--- config.mk ---
export PLATFORM = sky130hd
export DESIGN_NAME = alu_seq
export DESIGN_NICKNAME = d
export VERILOG_FILES = /design/src/rtl/alu_seq.sv
export SDC_FILE = /design/constraint.sdc
export NUM_CORES = 1
export LEC_CHECK = 0
export ABC_AREA = 1
export BUFFER_PORTS_ARGS = -buffer_cell sky130_fd_sc_hd__buf_2
export CAP_MARGIN = 40
export CORE_UTILIZATION = 40
export DETAILED_ROUTE_END_ITERATION = 8
export SYNTH_ARGS = -nofsm -noshare
export SYNTH_HDL_FRONTEND = slang
export SYNTH_SLANG_ARGS = --single-unit
--- constraint.sdc ---
create_clock -name clk -period 2.2 [get_ports clk]
set_input_delay 0.33 -clock clk [delete_from_list [all_inputs] [get_ports clk]]
set_output_delay 0.33 -clock clk [all_outputs]
set_load 0.005 [all_outputs]
--- src/rtl/alu_seq.sv ---
// alu_seq: handshaked, parametrised ALU with an internal carry register.
// Single-cycle ops complete on the accept edge. SHLN, SHRN and MUL iterate
// one step per cycle in BUSY. Results, flags and carry are held in DONE
// until the consumer takes them.
module alu_seq #(
  parameter int unsigned WIDTH   = 8,
  parameter int unsigned IMM_W   = WIDTH / 2,
  parameter int unsigned SHAMT_W = $clog2(WIDTH)
) (
  input  logic               clk,
  input  logic               reset_n,
  input  logic               in_valid,
  output logic               in_ready,
  input  logic [2:0]         alu_cmd,
  input  logic [2:0]         typeselect,
  input  logic [WIDTH-1:0]   inA,
  input  logic [WIDTH-1:0]   inB,
  input  logic [IMM_W-1:0]   immed,
  output logic               out_valid,
  input  logic               out_ready,
  output logic [WIDTH-1:0]   rslt,
  output logic               sc_o,
  output logic               notequal,
  output logic               lessthan
);

  // The counter must be able to hold WIDTH, which is the MUL step count.
  localparam int unsigned CNT_W = $clog2(WIDTH) + 1;

  localparam logic [2:0] OpRxor = 3'b000;
  localparam logic [2:0] OpShft = 3'b001;
  localparam logic [2:0] OpCmp  = 3'b010;
  localparam logic [2:0] OpHalf = 3'b011;
  localparam logic [2:0] OpAnd  = 3'b100;
  localparam logic [2:0] OpShln = 3'b101;
  localparam logic [2:0] OpShrn = 3'b110;
  localparam logic [2:0] OpMul  = 3'b111;

  typedef enum logic [1:0] {StIdle, StBusy, StDone} state_e;

  state_e               state_q, state_d;
  logic [2:0]           op_q, op_d;
  logic [CNT_W-1:0]     cnt_q, cnt_d;
  logic [WIDTH-1:0]     mcand_q, mcand_d;
  // Working register: the low half is the shift accumulator; MUL uses all
  // of it as {partial product, remaining multiplier bits}.
  logic [2*WIDTH-1:0]   prod_q, prod_d;
  logic [WIDTH-1:0]     rslt_q, rslt_d;
  logic                 c_q, c_d;
  logic                 ne_q, ne_d;
  logic                 lt_q, lt_d;

  logic                 accept;
  logic [SHAMT_W-1:0]   amt;
  logic                 iterative;
  logic [WIDTH-1:0]     imm_rslt;
  logic                 imm_c;
  logic                 imm_ne;
  logic                 imm_lt;
  logic [2*WIDTH-1:0]   step_prod;
  logic [WIDTH-1:0]     step_rslt;
  logic                 step_c;
  logic [WIDTH-1:0]     addend;
  logic [WIDTH:0]       mul_sum;

  // in_ready is masked by reset so that it reads 0 while reset is held.
  assign in_ready  = (state_q == StIdle) && reset_n;
  assign out_valid = (state_q == StDone);
  assign accept    = in_valid && in_ready;
  assign amt       = inB[SHAMT_W-1:0];
  assign rslt      = rslt_q;
  assign sc_o      = c_q;
  assign notequal  = ne_q;
  assign lessthan  = lt_q;

  // Single-cycle result, carry and flags, computed straight from the inputs.
  always_comb begin
    imm_rslt  = '0;
    imm_c     = c_q;
    imm_ne    = ne_q;
    imm_lt    = lt_q;
    iterative = 1'b0;
    case (alu_cmd)
      OpRxor: imm_rslt = WIDTH'(^inA);
      OpShft: begin
        case (typeselect)
          3'b000: begin imm_rslt = {inA[WIDTH-2:0], 1'b0}; imm_c = 1'b0;   end
          3'b001: begin imm_rslt = {inA[WIDTH-2:0], 1'b1}; imm_c = 1'b0;   end
          3'b010: begin imm_rslt = {1'b0, inA[WIDTH-1:1]}; imm_c = inA[0]; end
          3'b011: begin imm_rslt = {1'b1, inA[WIDTH-1:1]}; imm_c = inA[0]; end
          3'b100: begin
            imm_rslt = {inA[WIDTH-2:0], c_q};
            imm_c    = inA[WIDTH-1];
          end
          3'b101: begin
            imm_rslt = {c_q, inA[WIDTH-1:1]};
            imm_c    = inA[0];
          end
          3'b110:  imm_rslt = (inA == '0) ? '0 : inA - WIDTH'(1);
          default: imm_rslt = inA + WIDTH'(1);
        endcase
      end
      OpCmp: begin
        imm_ne = (inA != inB);
        imm_lt = ($signed(inA) < $signed(inB));
      end
      OpHalf: imm_rslt = WIDTH'({inA[IMM_W-1:0], immed});
      OpAnd:  imm_rslt = inA & inB;
      OpShln, OpShrn: begin
        // A zero shift amount completes at once with the operand untouched.
        imm_rslt  = inA;
        iterative = (amt != '0);
      end
      default: iterative = 1'b1;
    endcase
  end

  // One iteration step of the op latched in op_q.
  always_comb begin
    addend    = prod_q[0] ? mcand_q : '0;
    mul_sum   = {1'b0, prod_q[2*WIDTH-1:WIDTH]} + {1'b0, addend};
    step_prod = prod_q;
    step_rslt = prod_q[WIDTH-1:0];
    step_c    = c_q;
    case (op_q)
      OpShln: begin
        step_prod = {{WIDTH{1'b0}}, prod_q[WIDTH-2:0], 1'b0};
        step_rslt = step_prod[WIDTH-1:0];
        step_c    = prod_q[WIDTH-1];
      end
      OpShrn: begin
        step_prod = {{WIDTH{1'b0}}, 1'b0, prod_q[WIDTH-1:1]};
        step_rslt = step_prod[WIDTH-1:0];
        step_c    = prod_q[0];
      end
      default: begin
        step_prod = {mul_sum, prod_q[WIDTH-1:1]};
        step_rslt = step_prod[WIDTH-1:0];
        step_c    = |step_prod[2*WIDTH-1:WIDTH];
      end
    endcase
  end

  // FSM next state. Result and carry commit only on entry to DONE.
  always_comb begin
    state_d = state_q;
    op_d    = op_q;
    cnt_d   = cnt_q;
    mcand_d = mcand_q;
    prod_d  = prod_q;
    rslt_d  = rslt_q;
    c_d     = c_q;
    ne_d    = ne_q;
    lt_d    = lt_q;
    unique case (state_q)
      StIdle: begin
        if (accept) begin
          if (iterative) begin
            state_d = StBusy;
            op_d    = alu_cmd;
            mcand_d = inA;
            if (alu_cmd == OpMul) begin
              cnt_d  = CNT_W'(WIDTH);
              prod_d = {{WIDTH{1'b0}}, inB};
            end else begin
              cnt_d  = CNT_W'(amt);
              prod_d = {{WIDTH{1'b0}}, inA};
            end
          end else begin
            state_d = StDone;
            rslt_d  = imm_rslt;
            c_d     = imm_c;
            ne_d    = imm_ne;
            lt_d    = imm_lt;
          end
        end
      end
      StBusy: begin
        cnt_d  = cnt_q - CNT_W'(1);
        prod_d = step_prod;
        if (cnt_q == CNT_W'(1)) begin
          state_d = StDone;
          rslt_d  = step_rslt;
          c_d     = step_c;
        end
      end
      StDone: begin
        if (out_ready) state_d = StIdle;
      end
      default: state_d = StIdle;
    endcase
  end

  // State registers; reset aborts any op in flight and clears carry and flags.
  always_ff @(posedge clk or negedge reset_n) begin
    if (!reset_n) begin
      state_q <= StIdle;
      op_q    <= '0;
      cnt_q   <= '0;
      mcand_q <= '0;
      prod_q  <= '0;
      rslt_q  <= '0;
      c_q     <= 1'b0;
      ne_q    <= 1'b0;
      lt_q    <= 1'b0;
    end else begin
      state_q <= state_d;
      op_q    <= op_d;
      cnt_q   <= cnt_d;
      mcand_q <= mcand_d;
      prod_q  <= prod_d;
      rslt_q  <= rslt_d;
      c_q     <= c_d;
      ne_q    <= ne_d;
      lt_q    <= lt_d;
    end
  end

endmodule
==> run_results.csv, run 1 <==
group,metric,value,unit
outcome,outcome,"finished, final reports clean",
finish,fillers,945,
logic_synthesis,synth_largest_area_cell,"dfrtp_1",
worst_setup_path,cp_data_arrival_time,2.17,ns
finish,nets,673,
sta,setup_viol,0,
logic_synthesis,avgSynthCellArea,6.82,sq um
worst_setup_path,cp.required,2.39,ns
pwr,ir_drop,341,uV
route,postRouteAntennaNets,0,
global_routing,overflow,0,
pwr,power_density,872,mW/mm^2
route,wire_per_inst,15.1,um
logic_synthesis,synth.distinct_cells,37,
route,m1WireLength,5090,um
clocking,clockBufferDepth,2,
clocking,cts.sinks,44,
worst_setup_path,path_cells,"buf_4 > nand2_1 > inv_1 > ha_1 > nand2_1 > nand2_1 > nand2_1 > nand3_1 > nand2_1 > nand3b_1 > nand3_1 > nand3_1 > nand2_1 > inv_1",
run,maxCapViolCount,0,
route,route.top_layer_used,"met4",
placed_design,dp_hpwl,8680,um
finish,fin_util,0.479,
placed_design,place_ws,0.223,ns
sta,skew,0.00979,ns
sta,fmax,506,MHz
logic_synthesis,yosysTopAreaCellShare,0.294,
sta,drv_slew,0,
clocking,clock_latency,0.30,ns
worst_setup_path,worstSetupPathType,"flop to flop",
route,met2_length,4680,um
die,ios,43,
logic_synthesis,syn_nets,616,
clocking,clk_pin_slew,0.08,ns
sta,hold_slack,0.115,ns
die,die-area,0.00977,sq mm
die,initial_utilization,0.422,
route,wl,10800,um
die,die_x,98.8,um
sta,slew_headroom,0.635,
sta,totalNegativeSetupSlack,0,ns
global_routing,grt_pass1_wl,17800,um
route,route.met3.wl,762,um
die,die_h,98.8,um
worst_setup_path,startpoint_type,"flop",
pwr,total_power,3.71,mW
logic_synthesis,synthesis.area,0.00375,sq mm
worst_setup_path,path_common_cell,"nand2_1",
logic_synthesis,synth_edf_count,0,
hold_path,holdCritPathClass,"primary input to asynchronous set/reset pin",
sta,grt_setup_unrepaired,"false",
route,drt_iter0_drc,271,
finish,drive_gt1_frac,0.147,
finish,multi_input_area,0.00228,sq mm
worst_setup_path,cp-end-kind,"flop",
sta,finalWorstSetupSlack,0.223,ns
route,drt_pass1_iterations,5,
route,via_per_inst,5.26,
global_routing,grt.total_usage,0.233,
finish,diodes,0,
finish,register_area,0.00110,sq mm
die,rows,34,
pwr,power_leakage,2.29,nW
route,vias,3758,
die,core,0.00889,sq mm
logic_synthesis,synthArstFlopShare,1.00,
finish,area_growth_syn_to_layout,13.4,%
placed_design,gp_congestion,0.937,
sta,worst_pin_slew,0.547,ns
worst_setup_path,cp_slowest_stage_delay,0.39,ns
logic_synthesis,ys_seq_elements,44,
sta,hold_viol,0,
logic_synthesis,seq_area_frac_synth,0.294,
logic_synthesis,synth-warning-count,0,
logic_synthesis,yosys-top-cells-area,"dfrtp_1, nand2_1, ha_1",
logic_synthesis,netlist_instances,550,
clocking,clockRootBuffer,"clkbuf_8",
clocking,cts_buffers,5,
global_routing,grt_pass1_vias,3577,
worst_setup_path,crit_fanout,9,
logic_synthesis,synthFlopType,"dfrtp_1",
route,drt_drc_violations_left,0,
worst_setup_path,cpMaxStageDelayCell,"dfrtp_1",
global_routing,grt_max_degree,45,
sta,timing.final.crit_share,0.899,
global_routing,antenna_found_initial,0,
sta,period_needed,1.98,ns
clocking,cts_tree,"built",
clocking,htree_levels,2,
placed_design,io_buffers,42,
-- per-stage QoR --
step / instance area [sq um] / instances
final: 4260 / 715
after global placement: 4170 / 708
after detailed placement: 4170 / 708
after CTS: 4250 / 715
after floorplan: 3750 / 550
after global routing: 4260 / 715
-- cells by family (layout without fill, tap and decap cells) --
family / Yosys count / in the layout / synth area share
xor+xnor: 15 / 15 / 0.0350
buf+inv: 93 / 150 / 0.0997
simple gates: 240 / 240 / 0.270
flops: 44 / 44 / 0.294
compound gates: 122 / 122 / 0.179
fa+ha+maj: 36 / 36 / 0.122
-- critical path, delay by kind of cell (launching register included) --
family                   cells  cell delay (ns)
AND/OR/NAND/NOR             10             0.89
flip-flops                   1             0.39
buffers and inverters        3             0.24
adder cells (fa/ha/maj)      1             0.35
-- where the power goes --
part / leakage (nW) / internal, mW / switching, mW
combinational: 1.70 / 0.718 / 1.15
clock: 0.0410 / 0.217 / 0.274
sequential: 0.547 / 1.16 / 0.198
total: 2.29 / 2.09 / 1.62
-- synthesized netlist by cell type, types with 2 or more instances --
library cell and instances:
inv_1 70, xor2_1 10, o21ai_2 2, clkinv_1 4, o21ai_0 49, nor2_1 60
nand4_1 6, buf_2 4, o21ai_1 7, a21oi_1 32, o22ai_1 18, nand3_1 34
inv_2 8, clkbuf_1 2, ha_1 35, a31oi_1 4, nand2_2 2, o31ai_1 2
dfrtp_1 44, nor2_4 2, nand2_1 128, nor2_2 3, a211oi_1 3, buf_4 3
xnor2_1 5, nand3b_1 2
-- layout make-up --
type / instances / share of cell area
Clock buffer: 6 / 0.0171
Multi-Input combinational cell: 413 / 0.536
Timing Repair Buffer: 61 / 0.0829
Tap cell: 108 / 0.0318
Clock inverter: 1 / 0.00118
Sequential cell: 44 / 0.259
Inverter: 82 / 0.0723
-- layout by cell type (no fill, tap or decap), drive strengths merged --
cell type	count
nand2	130
inv	78
nor2	65
buf	61
o21ai	58
dfrtp	44
ha	35
nand3	34
a21oi	32
o22ai	18
xor2	10
nand4	6
clkbuf	6
xnor2	5
clkinv	5
a31oi	4
a211oi	3
nor3	3
o31ai	2
nand3b	2
o211ai	1
o21a	1
a31o	1
a21o	1
o2111ai	1
fa	1
-- layer usage --
layer,track usage,vias to the layer above
li1,-,1905
met1,0.332,1686
met2,0.367,144
met3,0.0305,23
met4,0.0723,0
met5,0,-
-- final timing paths --
path                       slack, ns    endpoint       start  depth (start not counted)
setup / recovery                0.22        sc_o   prod_q[0]                         14
hold / removal                  0.11     op_q[0]     reset_n                          2
setup reg to reg                0.22        sc_o   prod_q[0]                         14
hold reg to reg                 0.50  mcand_q[5]  mcand_q[5]                          2
max in group asynchronous       1.71     rslt[4]     reset_n                          2
min in group clk                0.20  state_q[1]   out_ready                          2
-- timing repair --
action,in CTS,in global routing
hold buffers,0,0
setup buffers,0,0
setup endpoints to repair,0,1
resized for setup,0,2
-- registers in the layout, summed over array words and instances, names as in the netlist --
name      flops
sc_o          1
lessthan      1
prod_q       16
mcand_q       8
state_q       2
cnt_q         4
op_q          3
notequal      1
rslt          8
No activity file was read; power rests on OpenSTA's default activity.
==> run 2: changes to the inputs <==
--- a/config.mk
+++ b/config.mk
@@ -7,9 +7,12 @@
 export LEC_CHECK = 0
 export ABC_AREA = 1
 export BUFFER_PORTS_ARGS = -buffer_cell sky130_fd_sc_hd__buf_2
-export CAP_MARGIN = 40
-export CORE_UTILIZATION = 40
+export CAP_MARGIN = 5
+export CELL_PAD_IN_SITES_DETAIL_PLACEMENT = 2
+export CELL_PAD_IN_SITES_GLOBAL_PLACEMENT = 2
+export CORE_UTILIZATION = 30
 export DETAILED_ROUTE_END_ITERATION = 8
+export PLACE_DENSITY = 0.76
 export SYNTH_ARGS = -nofsm -noshare
 export SYNTH_HDL_FRONTEND = slang
 export SYNTH_SLANG_ARGS = --single-unit
==> run 2 against run 1 <==
Flip-flop and latch count unchanged. Clock power up 59%. Total power increased by 15%. Combinational power rose by 12%. Critical path type unchanged. Critical endpoint unchanged.
==> run_results.csv, run 2 (synthesized netlist as in run 1, its figures left out) <==
group,metric,value,unit
global_routing,grt_max_degree,45,
die,initial_utilization,0.310,
sta,worst_pin_slew,0.623,ns
placed_design,io_buffers,42,
clocking,clk_pin_slew,0.06,ns
sta,totalNegativeSetupSlack,0,ns
pwr,internal_power,2.40,mW
global_routing,grt_pass1_wl,23900,um
sta,fmax,491,MHz
outcome,outcome,"finished, final reports clean",
sta,setup_viol,0,
sta,hold_viol,0,
worst_setup_path,cp_slowest_stage_delay,0.36,ns
clocking,clockBufferDepth,2,
worst_setup_path,path_buf_inv,5,
route,drt_iter0_drc,127,
die,die-area,0.0130,sq mm
finish,final_cell_mix,"nand2_1, inv_1, nor2_1",
pwr,pwr-share-clk,0.182,
clocking,cts.sinks,44,
worst_setup_path,r2r_start,"mcand_q[0]",
finish,drive_gt1_frac,0.168,
die,die_x,114,um
finish,fillers,1510,
worst_setup_path,worstSetupStartpoint,"mcand_q[0]",
clocking,clockRootBuffer,"clkbuf_16",
route,vias,4000,
pwr,ir_drop,307,uV
pwr,power_leakage,2.35,nW
finish,nets,679,
route,wl,14900,um
worst_setup_path,cp-end-kind,"flop",
clocking,cts_buffers,5,
die,core,0.0121,sq mm
placed_design,gp_congestion,0.873,
finish,multi_input_area,0.00234,sq mm
finish,area_growth_syn_to_layout,20.0,%
pwr,power.share.combinational,0.491,
run,maxCapViolCount,0,
route,postRouteAntennaNets,0,
route,wire_per_inst,19.0,um
sta,drv_slew,0,
die,ios,43,
worst_setup_path,cpMaxStageDelayCell,"dfrtp_1",
pwr,netSwitchingPower,1.88,mW
sta,hold_slack,0.152,ns
finish,final_common_cell,"nand2_1",
die,rows,40,
sta,slew_headroom,0.584,
pwr,power_density,951,mW/mm^2
finish,regMostFlops,"prod_q",
die,die_h,114,um
global_routing,grt_pass1_vias,4440,
clocking,clock_latency,0.29,ns
global_routing,overflow,0,
finish,largest_reg_flops,16,
worst_setup_path,cp.required,2.39,ns
worst_setup_path,crit_fanout,3,
placed_design,dp_hpwl,11900,um
worst_setup_path,critical_path.top_delay_family,"simple AND/OR/NAND/NOR gates",
route,drt_pass1_iterations,4,
route,via_per_inst,5.12,
pwr,p_seq_frac,0.327,
worst_setup_path,path_cells,"nand2_1 > inv_2 > ha_4 > inv_1 > fa_2 > inv_1 > nand3_1 > nand2_1 > nand2_1 > nand2_1 > inv_1 > nor2_1 > nand3_1 > nand2_1 > nand3_1 > nand2_1 > inv_1",
finish,diodes,0,
worst_setup_path,worstSetupPathType,"flop to flop",
global_routing,grt.total_usage,0.240,
finish,register_area,0.00110,sq mm
hold_path,holdCritPathClass,"primary input to asynchronous set/reset pin",
route,drt_drc_violations_left,0,
pwr,p_sw_frac,0.439,
global_routing,antenna_found_initial,0,
worst_setup_path,cp_data_arrival_time,2.23,ns
sta,period_needed,2.04,ns
sta,skew,0.00761,ns
clocking,htree_levels,2,
worst_setup_path,path_common_cell,"nand2_1",
sta,timing.final.crit_share,0.926,
finish,fin_util,0.372,
clocking,cts_hold_buf,0,
finish,stdcell_count,782,
worst_setup_path,startpoint_type,"flop",
pwr,total_power,4.28,mW
clocking,cts_tree,"built",
placed_design,placed_cells,773,
[run 2: cell types whose count changed in the layout (fill, tap and decap cells not counted), moves of 3 or more]
cell       previous run  this run
clkbuf_16             0         5
ha_4                  0         4
buf_4                19        25
clkbuf_8              5         1
ha_1                 34        31
[run 2: timing repair]
action / 4_1_cts / 5_1_grt
endpoints found under the setup margin: 1 / 2
setup buffers: 0 / 1
resized for setup: 1 / 10
pin swaps: 0 / 1
[run 2: power groups by stage]
stage,clock network [mW],logic [mW],registers [mW]
3_3_place_gp,0,1.90,1.37
6_report,0.781,2.10,1.40
5_1_grt,0.828,2.37,1.44
2_1_floorplan,0,1.29,1.34
4_1_cts,0.801,2.05,1.39
3_5_place_dp,0,2.01,1.40
[run 2: final timing paths]
| check | endpoint | cells past startpoint | slack (ns) |
|---|---|---|---|
| setup / recovery | sc_o | 17 | 0.16 |
| hold / removal | prod_q[9] | 2 | 0.15 |
| setup reg to reg | sc_o | 17 | 0.16 |
| hold reg to reg | mcand_q[4] | 2 | 0.50 |
| max in group asynchronous | rslt[3] | 2 | 1.62 |
| min in group clk | state_q[1] | 2 | 0.21 |
[run 2: through the flow]
step / area (sq um) / worst slack (ns)
2_1_floorplan: 3750 / 0.103
3_3_place_gp: 4290 / 0.215
3_5_place_dp: 4290 / 0.0386
4_1_cts: 4440 / 0.0125
5_1_grt: 4500 / -0.0204
6_report: 4500 / 0.163
[run 2: layer usage]
| layer | up-vias | part of all wire | wire (um) | GRT usage |
|---|---|---|---|---|
| li1 | 1923 | - | - | - |
| met1 | 1994 | 0.47 | 6970 | 0.311 |
| met2 | 65 | 0.49 | 7340 | 0.424 |
| met3 | 18 | 0.021 | 315 | 0.0260 |
| met4 | 0 | 0.018 | 265 | 0.0658 |
| met5 | - | 0 | 0 | 0 |
[run 2: final cells by class]
cell class                      count  share of cell area
Clock inverter                      2             0.00222
Sequential cell                    44               0.245
Clock buffer                        6              0.0309
Tap cell                          168              0.0467
Inverter                           82              0.0684
Multi-Input combinational cell    413               0.519
Timing Repair Buffer               67              0.0884
==> run 3: changes to the inputs <==
--- a/config.mk
+++ b/config.mk
@@ -12,6 +12,7 @@
 export CELL_PAD_IN_SITES_GLOBAL_PLACEMENT = 2
 export CORE_UTILIZATION = 30
 export DETAILED_ROUTE_END_ITERATION = 8
+export MAX_ROUTING_LAYER = met4
 export PLACE_DENSITY = 0.76
 export SYNTH_ARGS = -nofsm -noshare
 export SYNTH_HDL_FRONTEND = slang
==> run 3 against run 2 <==
Worst setup slack lost 0.0068 ns. Die area is the same. Routed wire length is 0.10% higher. Total power about the same. Combinational power is essentially flat. Via count grew 0.10%. Worst hold slack better by 0.012 ns. Cell count stayed put. Critical endpoint unchanged. Largest power group unchanged.
==> run_results.csv, run 3 (synthesized netlist as in run 1, its figures left out) <==
group,metric,value,unit
worst_setup_path,cp_slowest_stage_delay,0.36,ns
placed_design,gp_congestion,0.887,
worst_setup_path,regToRegSetupSlack,0.16,ns
worst_setup_path,startpoint_type,"flop",
clocking,clock_latency,0.29,ns
finish,diodes,0,
worst_setup_path,path_common_cell,"nand2_1",
global_routing,grt_pass1_wl,23900,um
clocking,htree_levels,2,
route,vias,4004,
worst_setup_path,cp_data_arrival_time,2.23,ns
sta,hold_viol,0,
die,initial_utilization,0.310,
sta,skew,0.00650,ns
hold_path,holdCritPathClass,"primary input to asynchronous set/reset pin",
sta,slew_headroom,0.584,
worst_setup_path,r2r-end,"sc_o",
placed_design,dp_hpwl,11900,um
worst_setup_path,r2r_start,"mcand_q[0]",
clocking,clk_pin_slew,0.06,ns
clocking,cts_buffers,5,
clocking,cts.sinks,44,
finish,area_growth_syn_to_layout,20.0,%
route,drt_drc_violations_left,0,
worst_setup_path,cp.required,2.39,ns
die,die_x,114,um
route,via_per_inst,5.12,
worst_setup_path,crit_fanout,3,
worst_setup_path,worstSetupPathType,"flop to flop",
placed_design,place_area,0.00429,sq mm
pwr,power_density,952,mW/mm^2
finish,regMostFlops,"prod_q",
global_routing,grt_max_degree,45,
finish,drive_gt1_frac,0.168,
worst_setup_path,cpMaxStageDelayCell,"dfrtp_1",
finish,final_common_cell,"nand2_1",
worst_setup_path,crit_end,"sc_o",
finish,largest_reg_flops,16,
worst_setup_path,worst-path-stages,17,
run,maxCapViolCount,0,
worst_setup_path,path_buf_inv,5,
worst_setup_path,path_cells,"nand2_1 > inv_2 > ha_4 > inv_1 > fa_2 > inv_1 > nand3_1 > nand2_1 > nand2_1 > nand2_1 > inv_1 > nor2_1 > nand3_1 > nand2_1 > nand3_1 > nand2_1 > inv_1",
global_routing,global_route.usage.met3,0.0244,
global_routing,antenna_found_initial,0,
worst_setup_path,cp-end-kind,"flop",
global_routing,grt.total_usage,0.247,
global_routing,grt_pass1_vias,4428,
route,postRouteAntennaNets,0,
finish,final_cell_mix,"nand2_1, inv_1, nor2_1",
outcome,outcome,"finished, final reports clean",
die,core,0.0121,sq mm
die,rows,40,
die,die-area,0.0130,sq mm
clocking,cts_tree,"built",
pwr,ir_drop,307,uV
route,drt_iter0_drc,120,
sta,fmax,489,MHz
worst_setup_path,critical_path.top_delay_family,"simple AND/OR/NAND/NOR gates",
sta,period_needed,2.04,ns
clocking,cts_hold_buf,0,
sta,worst_pin_slew,0.623,ns
clocking,clockBufferDepth,2,
die,die_h,114,um
die,ios,43,
finish,nets,679,
finish,post-route-cell-area,0.00450,sq mm
global_routing,grt-busiest-layer,"met2",
route,drt_pass1_iterations,4,
placed_design,io_buffers,42,
worst_setup_path,worstSetupStartpoint,"mcand_q[0]",
global_routing,grtUsageMet1,0.311,
sta,timing.final.crit_share,0.929,
sta,drv_slew,0,
pwr,power_leakage,2.35,nW
global_routing,met2_usage,0.424,
clocking,clockRootBuffer,"clkbuf_16",
sta,setup_viol,0,
route,wl,14900,um
finish,fin_util,0.372,
route,wire_per_inst,19.1,um
worst_setup_path,rr_worst_depth,17,
global_routing,overflow,0,
## run 3: worst min path at each step
stage and end:
2_1_floorplan cnt_q[0], 3_3_place_gp mcand_q[0], 3_5_place_dp mcand_q[7], 4_1_cts prod_q[10]
5_1_grt op_q[2], 6_report state_q[0]
## run 3: repair_timing
item,in CTS,in global routing
pin swaps,0,1
resized for setup,1,10
endpoints found under the setup margin,1,2
setup buffers,0,1
## run 3: stage by stage
stage | setup TNS [ns] | instances | hold slack (ns) | worst slack [ns] | power, mW
6_report | 0 | 782 | 0.164 | 0.156 | 4.28
5_1_grt | -0.0197 | 782 | 0.216 | -0.0197 | 4.64
4_1_cts | 0 | 781 | 0.189 | 0.0125 | 4.24
3_5_place_dp | 0 | 773 | 0.492 | 0.0386 | 3.41
3_3_place_gp | 0 | 773 | 0.472 | 0.215 | 3.27
2_1_floorplan | 0 | 550 | 0.0344 | 0.103 | 2.64
## run 3: area by class of cell
cell class	instances	area, sq um
fill	1510	7610
multi-input combinational	413	2340
sequential	44	1100
timing repair buffer	67	398
inverter	82	308
tap	168	210
clock buffer	6	139
clock inverter	2	10.0
## run 3: layer usage
metal | wire, um | share of wire
met1 | 7030 | 0.47
met2 | 7360 | 0.49
met3 | 251 | 0.017
met4 | 274 | 0.018
met5 | 0 | 0
## run 3: where the power goes
part | switching [mW] | internal (mW) | total [mW]
clock | 0.330 | 0.448 | 0.778
combinational | 1.31 | 0.795 | 2.11
sequential | 0.238 | 1.16 | 1.40
